$ cat config.mk
export PLATFORM = sky130hd
export DESIGN_NAME = tower_place_ctrl
export DESIGN_NICKNAME = d
export VERILOG_FILES = /design/src/rtl/tower_pkg.sv /design/src/rtl/cell_pixel_scanner.sv /design/src/rtl/tower_place_ctrl.sv
export SDC_FILE = /design/constraint.sdc
export NUM_CORES = 1
export LEC_CHECK = 0
export ABC_AREA = 1
export CAP_MARGIN = 40
export CELL_PAD_IN_SITES_DETAIL_PLACEMENT = 1
export CELL_PAD_IN_SITES_GLOBAL_PLACEMENT = 2
export CORE_UTILIZATION = 28
export CTS_CLUSTER_DIAMETER = 120
export DETAILED_ROUTE_END_ITERATION = 6
export PLACE_DENSITY_LB_ADDON = 0.1
export SYNTH_ARGS = -nofsm -noshare
export SYNTH_HDL_FRONTEND = slang
export SYNTH_SLANG_ARGS = --single-unit
export TNS_END_PERCENT = 10
$ cat constraint.sdc
create_clock -name clk -period 5.15 [get_ports clk]
set_clock_uncertainty 0.1 [all_clocks]
set_input_delay 1.545 -clock clk [delete_from_list [all_inputs] [get_ports clk]]
set_output_delay 1.545 -clock clk [all_outputs]
set_load 0.005 [all_outputs]
$ cat src/rtl/tower_pkg.sv
// Shared types and constants for the tower placement path on the 8x8 grid.
package tower_pkg;

  localparam int GRID_N = 8;
  localparam int VGA_W  = 160;
  localparam int VGA_H  = 120;
  localparam int PX_W   = 4;

  localparam logic [2:0] DEF_TOWER_COLOUR  = 3'b010;
  localparam logic [2:0] DEF_BORDER_COLOUR = 3'b111;

  typedef enum logic [2:0] {
    S_IDLE,
    S_READ,
    S_WAIT,
    S_CHECK,
    S_WRITE,
    S_DRAW,
    S_DONE,
    S_REJECT
  } state_t;

  // One-hot occupancy bit for a grid column.
  function automatic logic [GRID_N-1:0] col_mask(input logic [2:0] col);
    return GRID_N'(1) << col;
  endfunction

endpackage

$ cat src/rtl/cell_pixel_scanner.sv
// Row-major px/py scan over one CELL_PX x CELL_PX cell; shared by the place, erase and cursor draw paths.
module cell_pixel_scanner
  import tower_pkg::*;
#(
  parameter int CELL_PX = 15
) (
  input  logic            clk,
  input  logic            rst,
  input  logic            start,
  input  logic            advance,
  output logic [PX_W-1:0] px,
  output logic [PX_W-1:0] py,
  output logic            last
);

  localparam logic [PX_W-1:0] MAX_IDX = PX_W'(CELL_PX - 1);

  logic px_last;

  assign px_last = (px == MAX_IDX);
  assign last    = px_last && (py == MAX_IDX);

  always_ff @(posedge clk or posedge rst) begin
    if (rst) begin
      px <= '0;
      py <= '0;
    end else if (start) begin
      px <= '0;
      py <= '0;
    end else if (advance) begin
      if (px_last) begin
        px <= '0;
        py <= last ? '0 : py + 1'b1;
      end else begin
        px <= px + 1'b1;
      end
    end
  end

endmodule

$ cat src/rtl/tower_place_ctrl.sv
// Sequences one tower placement: occupancy read-modify-write, then cell fill to the VGA plotter.
// Optional macro TOWER_PLACE_OUTLINE_EN draws the cell edge in BORDER_COLOUR.
module tower_place_ctrl
  import tower_pkg::*;
#(
  parameter int         CELL_PX       = 15,
  parameter int         ORIGIN_X      = 0,
  parameter int         ORIGIN_Y      = 0,
  parameter logic [2:0] TOWER_COLOUR  = DEF_TOWER_COLOUR,
  parameter logic [2:0] BORDER_COLOUR = DEF_BORDER_COLOUR
) (
  input  logic       clk,
  input  logic       reset,
  input  logic       place_req,
  input  logic [2:0] cur_col,
  input  logic [2:0] cur_row,
  input  logic       gold_ok,
  output logic [2:0] mem_addr,
  input  logic [7:0] mem_rdata,
  output logic [7:0] mem_wdata,
  output logic       mem_we,
  output logic       plot,
  input  logic       plot_ready,
  output logic [7:0] plot_x,
  output logic [6:0] plot_y,
  output logic [2:0] plot_colour,
  output logic       busy,
  output logic       done,
  output logic       rejected
);

`ifdef TOWER_PLACE_OUTLINE_EN
  localparam bit OUTLINE = 1'b1;
`else
  localparam bit OUTLINE = 1'b0;
`endif

  localparam logic [PX_W-1:0] MAX_IDX = PX_W'(CELL_PX - 1);

  state_t state_reg, state_next;
  logic [2:0]      col_reg, row_reg;
  logic [7:0]      row_buf_reg;
  logic [PX_W-1:0] px, py;
  logic            scan_last, scan_start, scan_advance;
  logic            on_edge;
  logic [2:0]      pix_colour;

  cell_pixel_scanner #(.CELL_PX(CELL_PX)) u_scanner (
    .clk     (clk),
    .rst     (reset),
    .start   (scan_start),
    .advance (scan_advance),
    .px      (px),
    .py      (py),
    .last    (scan_last)
  );

  assign mem_addr     = row_reg;
  assign busy         = (state_reg != S_IDLE);
  assign scan_advance = (state_reg == S_DRAW) && plot_ready;
  assign on_edge      = (px == '0) || (py == '0) || (px == MAX_IDX) || (py == MAX_IDX);
  assign pix_colour   = (OUTLINE && on_edge) ? BORDER_COLOUR : TOWER_COLOUR;

  always_ff @(posedge clk or posedge reset) begin
    if (reset) begin
      state_reg   <= S_IDLE;
      col_reg     <= '0;
      row_reg     <= '0;
      row_buf_reg <= '0;
    end else begin
      state_reg <= state_next;
      if (state_reg == S_IDLE && place_req) begin
        col_reg <= cur_col;
        row_reg <= cur_row;
      end
      if (state_reg == S_WAIT) row_buf_reg <= mem_rdata;
    end
  end

  always_comb begin
    state_next  = state_reg;
    mem_we      = 1'b0;
    mem_wdata   = '0;
    plot        = 1'b0;
    plot_x      = '0;
    plot_y      = '0;
    plot_colour = '0;
    done        = 1'b0;
    rejected    = 1'b0;
    scan_start  = 1'b0;
    case (state_reg)
      S_IDLE:  if (place_req) state_next = S_READ;
      S_READ:  state_next = S_WAIT;
      S_WAIT:  state_next = S_CHECK;
      S_CHECK: state_next = (row_buf_reg[col_reg] || !gold_ok) ? S_REJECT : S_WRITE;
      S_WRITE: begin
        mem_we     = 1'b1;
        mem_wdata  = row_buf_reg | col_mask(col_reg);
        scan_start = 1'b1;
        state_next = S_DRAW;
      end
      S_DRAW: begin
        // Sums are formed at 9 bits then truncated to the port widths.
        plot        = 1'b1;
        plot_x      = 8'(9'(ORIGIN_X) + 9'(col_reg) * 9'(CELL_PX) + 9'(px));
        plot_y      = 7'(9'(ORIGIN_Y) + 9'(row_reg) * 9'(CELL_PX) + 9'(py));
        plot_colour = pix_colour;
        if (plot_ready && scan_last) state_next = S_DONE;
      end
      S_DONE: begin
        done       = 1'b1;
        state_next = S_IDLE;
      end
      S_REJECT: begin
        rejected   = 1'b1;
        state_next = S_IDLE;
      end
      default: state_next = S_IDLE;
    endcase
  end

endmodule

# After elaboration in Yosys (flattened, before gate mapping)
# Cells that the tools add are included.
dict set report word_totals {
  register_bits 25
  inputBits 19
  out_inout_bits 34
}
dict set report op_classes {
  n_addsub 4
  multipliers 2
  magnitude_cmp 1
  eq_ne 11
  shifts 1
  n_mux 21
  bitwise 1
  n_reduce_logical 13
}
# cell n
set op_table {}
lappend op_table {{$mux W4} 7}
lappend op_table {{$pmux W3 S7} 1}
lappend op_table {{$mux W8} 2}
lappend op_table {{$mul A3 B4 Y7 const B} 2}
lappend op_table {{$eq A3 B3 Y1 const B} 4}
lappend op_table {{$add A4 B1 Y4 const B} 2}
lappend op_table {{$add A7 B4 Y8} 1}
lappend op_table {{$eq A4 B4 Y1 const B} 2}
lappend op_table {{$or A8 B8 Y8} 1}
lappend op_table {{$shl A1 B3 Y8 const A} 1}
lappend op_table {{$add A7 B4 Y7} 1}
lappend op_table {{$mux W7} 1}
lappend op_table {{$eq A3 B2 Y1 const B} 2}
lappend op_table {{$mux W3} 2}
lappend op_table {{$mux W1} 5}
lappend op_table {{$logic_and A1 B1 Y1} 4}
lappend op_table {{$lt A3 B4 Y1 const B} 1}
lappend op_table {{$mux W2} 2}
lappend op_table {{$reduce_and A2 Y1} 2}
lappend op_table {{$reduce_bool A2 Y1} 2}
lappend op_table {{$bmux W1 S3} 1}
lappend op_table {{$eq A3 B1 Y1 const B} 1}
lappend op_table {{$logic_not A3 Y1} 1}
lappend op_table {{$reduce_bool A3 Y1} 1}
lappend op_table {{other kinds (5)} 5}

# Logic depth before layout (Yosys ltp)
dict set report depth {
  ltp_word 6
  depth_mapped 12
  depth_no_buf 12
}

# Modules after synthesis
# Synthesis repeated with hierarchy kept, for this count alone.
dict set report hier_totals {
  hier_cells 294
  area_unflattened_um2 2264.7
}
# mod instances cells_each area_each_um2 seq_area_each_um2
set modules_own_cells {}
lappend modules_own_cells {tower_place_ctrl 1 236 1788.0 425.4}
lappend modules_own_cells {cell_pixel_scanner 1 58 476.7 200.2}

# Worst setup path after synthesis
# OpenSTA, ideal clock, no wires.
dict set report synth_path {
  kind {register -> output}
  startpoint {register col_reg[0]}
  endpoint {output plot_x[7]}
  arrival_ns 2.496
  required_time_ns 3.505
  path_slack_ns 1.009
  stages_incl_launch_ff 8
  n_path_buf 0
  cell_sequence {dfrtp_1 fa_1 inv_1 fa_1 fa_1 o21ai_0 nand2_1 a21oi_1}
}
dict set report synth_between {
  elab_chain_len 3
}
# element line_no
set synth_lines {}
lappend synth_lines {{start: declaration} tower_place_ctrl.sv:41} ;# logic [2:0] col_reg, row_reg;
lappend synth_lines {{start signal: assignment} tower_place_ctrl.sv:73} ;# col_reg <= cur_col;
lappend synth_lines {{$mul A3 B4 Y7} tower_place_ctrl.sv:105} ;# plot_x = 8'(9'(ORIGIN_X) + 9'(col_reg) * 9'(CELL_PX) + 9'(px));
lappend synth_lines {{$add A7 B4 Y8} tower_place_ctrl.sv:105}
lappend synth_lines {{$mux W8} tower_place_ctrl.sv:91} ;# case (state_reg)
lappend synth_lines {{end: declaration} tower_place_ctrl.sv:24} ;# output logic [7:0] plot_x,
# Every way passes these cells.

# Worst setup path after layout
dict set report layout_path {
  startpoint {register row_reg[1] (netlist: mem_addr[1])}
  endpoint {output plot_y[5]}
}
dict set report layout_between {
  elab_chain_len 3
}
# element line_no
set layout_lines {}
lappend layout_lines {{start: declaration} tower_place_ctrl.sv:41}
lappend layout_lines {{start signal: assignment} tower_place_ctrl.sv:74} ;# row_reg <= cur_row;
lappend layout_lines {{$mul A3 B4 Y7} tower_place_ctrl.sv:106} ;# plot_y = 7'(9'(ORIGIN_Y) + 9'(row_reg) * 9'(CELL_PX) + 9'(py));
lappend layout_lines {{$add A7 B4 Y7} tower_place_ctrl.sv:106}
lappend layout_lines {{$mux W7} tower_place_ctrl.sv:91}
lappend layout_lines {{end: declaration} tower_place_ctrl.sv:25} ;# output logic [6:0] plot_y,
# Every way passes these cells.

==> results.yml <==
status:
  status: "finished clean"
die:
  dieArea_um2: 8320
  die_h_um: 91.2
  initial_core_util_pct: 28.8
  die_width_um: 91.2
  rows: 32
  pin_count: 53
  core_um2: 7730
global_route:
  use_met1_pct: 20.6
  grt_max_degree: 15
  grt_pass1_vias: 2161
  busiest_layer: "met2"
  use_met3_pct: 1.26
  grt.total_usage_pct: 14.8
  grt_pass1_wl_um: 10000
  antenna_found_initial: 0
  grt_overflow: 0
  gr-usage-met2_pct: 24.9
cts:
  cts_buffers: 3
  tritoncts: "built"
  cts_resized: 0
  clock_latency_ns: 0.27
  ctsHoldBuffers: 0
  clkTransAtPathRegs_ns: 0.09
  cts_setup_buffers: 0
  clk_path_buf_depth: 2
  cts.htree.levels: 1
  clock_sinks: 25
  cts-root-buf: "clkbuf_8"
logic_synthesis:
  synth-seq-area-share_pct: 28.1
  synthCells: 290
  synth_top_area_share_pct: 28.1
  synthAdderAreaFrac_pct: 24.4
  synthDistinctLibCells: 30
  netlist_top_cells_area: "dfrtp_1 28%, ha_1 16%, nand2_1 11%"
  synth-compound-area-share_pct: 10.3
  syn-mean-instance-area_um2: 7.68
  muxShareOfSynthArea_pct: 0.505
  yosysWarnings: 0
  ys_ff_latch: 25
  synth_top_cell_by_area: "dfrtp_1"
  synth_simple_gate_area_share_pct: 24.5
  synth_xor_area_share_pct: 2.36
  syn-cell-area_um2: 2230
  synth_top_family_by_area: "simple AND/OR/NAND/NOR gates"
finish:
  drive_gt1_share_pct: 7.31
  final_nets: 400
  area_growth_pct: 30.8
  final_cells: 444
  antenna_cells: 0
  layout_commonest_cell: "nand2_1"
  largest_register_ffs: 8
  final_cell_mix: "63 x nand2_1, 50 x clkdlybuf4s50_1, 41 x inv_1"
  final_area_um2: 2910
placed_design:
  place_congestion: 0.784
  io_buffers: 50
  dp_cells: 440
  post_dp_cell_area_um2: 2860
  hpwl_um: 4690
detailed_routing:
  dr.pass1.iters: 5
  vias_per_cell: 4.43
  drtIter0Drc: 32
  drt-total-wl_um: 5610
  drc: 0
  postRouteAntennaNets: 0
  routed-via-count: 1966
  wl_per_cell_um: 12.6
sta:
  slew_headroom_pct: 60.5
  tns_ns: 0
  period_share_pct: 96.3
  period_needed_ns: 4.96
  drv_slew: 0
  worst_slew_pin_slew_ns: 0.592
  hold_slack_ns: 0.407
  max_freq_ghz: 0.202
  rsz0062_at_grt: "no"
  finalHoldViolations: 0
  finalSetupViolCount: 0
worst_setup_path:
  path_max_fanout: 6
  crit_chain: "fa_2 > fa_1 > inv_1 > fa_1 > nor2_2 > o21ai_0 > nand2_1 > o21ai_0 > a21oi_1 > clkdlybuf4s50_1"
  startpoint_type: "flop"
  endpoint_kind: "output pin"
  worst-endpoint-arrival_ns: 3.31
  critPathTopFamily: "adder cells"
  crit_buf_inv: 2
  crit_slowest_cell: "fa_1"
  required_ns: 3.51
  critPathMaxStageDelay_ns: 0.55
  r2r_slack_ns: 3.34
  worstSetupPathType: "reg2out"
power:
  powerDensity_nw_per_um2: 688
  seqPwrFrac_pct: 19.6
  clkPwrFrac_pct: 6.0
  leakagePower_nw: 1.40
  power_frac_comb_pct: 74.4
  power_mw: 2.00
  irDropWorstVdd_uv: 188
  swShare_pct: 50.6
  switchingPower_mw: 1.01
  power.internal_mw: 0.991
flow_run:
  maxCapViolCount: 0
hold_path:
  hold_path.class: "reg2reg"
-- cell families after synthesis --
group           count (synthesis)
buf+inv                        51
other cells                     1
mux                             1
fa+ha+maj                      38
xor+xnor                        6
flops                          25
compound gates                 43
simple gates                  125
-- synthesized netlist by cell type --
library cell / number
xor2_1: 5
nand2_2: 1
nand2_1: 63
nand2_4: 2
nand4_1: 2
o31ai_1: 1
conb_1: 1
buf_2: 2
mux2_2: 1
o21ai_2: 1
nor2_4: 2
nor2_1: 35
a21o_1: 1
xnor2_1: 1
inv_1: 41
nand3_1: 13
o21ai_1: 4
a21oi_2: 1
inv_2: 3
o21ai_0: 7
buf_4: 4
ha_1: 29
fa_1: 9
nor3_4: 1
dfrtp_1: 25
nand3b_1: 1
a21oi_1: 27
nor3_1: 5
buf_6: 1
o211ai_1: 1
-- worst reg2reg max path, stage by stage, from the launching register on --
cell and delay [ns]:
dfrtp_1 0.55, inv_1 0.17, nor2_4 0.34, nand2_2 0.14
nand2_4 0.11, o21ai_2 0.13, nor2_1 0.12, a21oi_1 0.05
-- layout make-up --
type	instances	area, um^2
Inverter	44	165
Timing Repair Buffer	54	551
Fill cell	966	4810
Clock buffer	4	45.0
Multi-Input combinational cell	215	1400
Tap cell	102	128
Sequential cell	25	631
-- metrics by stage --
| step | util (%) | setup slack [ns] |
|---|---|---|
| 5_1_grt | 37.7 | 0.0127 |
| 4_1_cts | 37.6 | 0.0329 |
| 6_report | 37.7 | 0.192 |
| 3_3_place_gp | 36.6 | 0.447 |
| 3_5_place_dp | 37.0 | 0.347 |
| 2_1_floorplan | - | 1.01 |
-- path summary, 6_finish.rpt --
path                       cells after the start                           to                       start
hold reg to reg                                2   row_buf_reg[6]$_DFFE_PP0P_  row_buf_reg[6]$_DFFE_PP0P_
max in group asynchronous                      3      mem_addr[1]$_DFFE_PP0P_                       reset
hold / removal                                 2   row_buf_reg[6]$_DFFE_PP0P_  row_buf_reg[6]$_DFFE_PP0P_
min in group asynchronous                      2   row_buf_reg[2]$_DFFE_PP0P_                       reset
setup reg to reg                               7  u_scanner.py[0]$_DFFE_PP0P_    state_reg[0]$_DFFE_PP0P_
setup / recovery                              10                    plot_y[5]     mem_addr[1]$_DFFE_PP0P_
-- power groups by stage --
stage | clock (mW) | combinational, mW | sequential [mW]
floorplan | 0 | 1.04 | 0.369
global placement | 0 | 1.49 | 0.387
detailed placement | 0 | 1.50 | 0.394
CTS | 0.126 | 1.52 | 0.389
global route | 0.133 | 1.74 | 0.410
finish | 0.120 | 1.49 | 0.393
-- layer usage --
metal / vias up / wire length (um)
li1: 1015 / -
met1: 912 / 2940
met2: 35 / 2510
met3: 4 / 119
met4: 0 / 48
met5: - / 0
No activity file was read; power rests on OpenSTA's default activity.
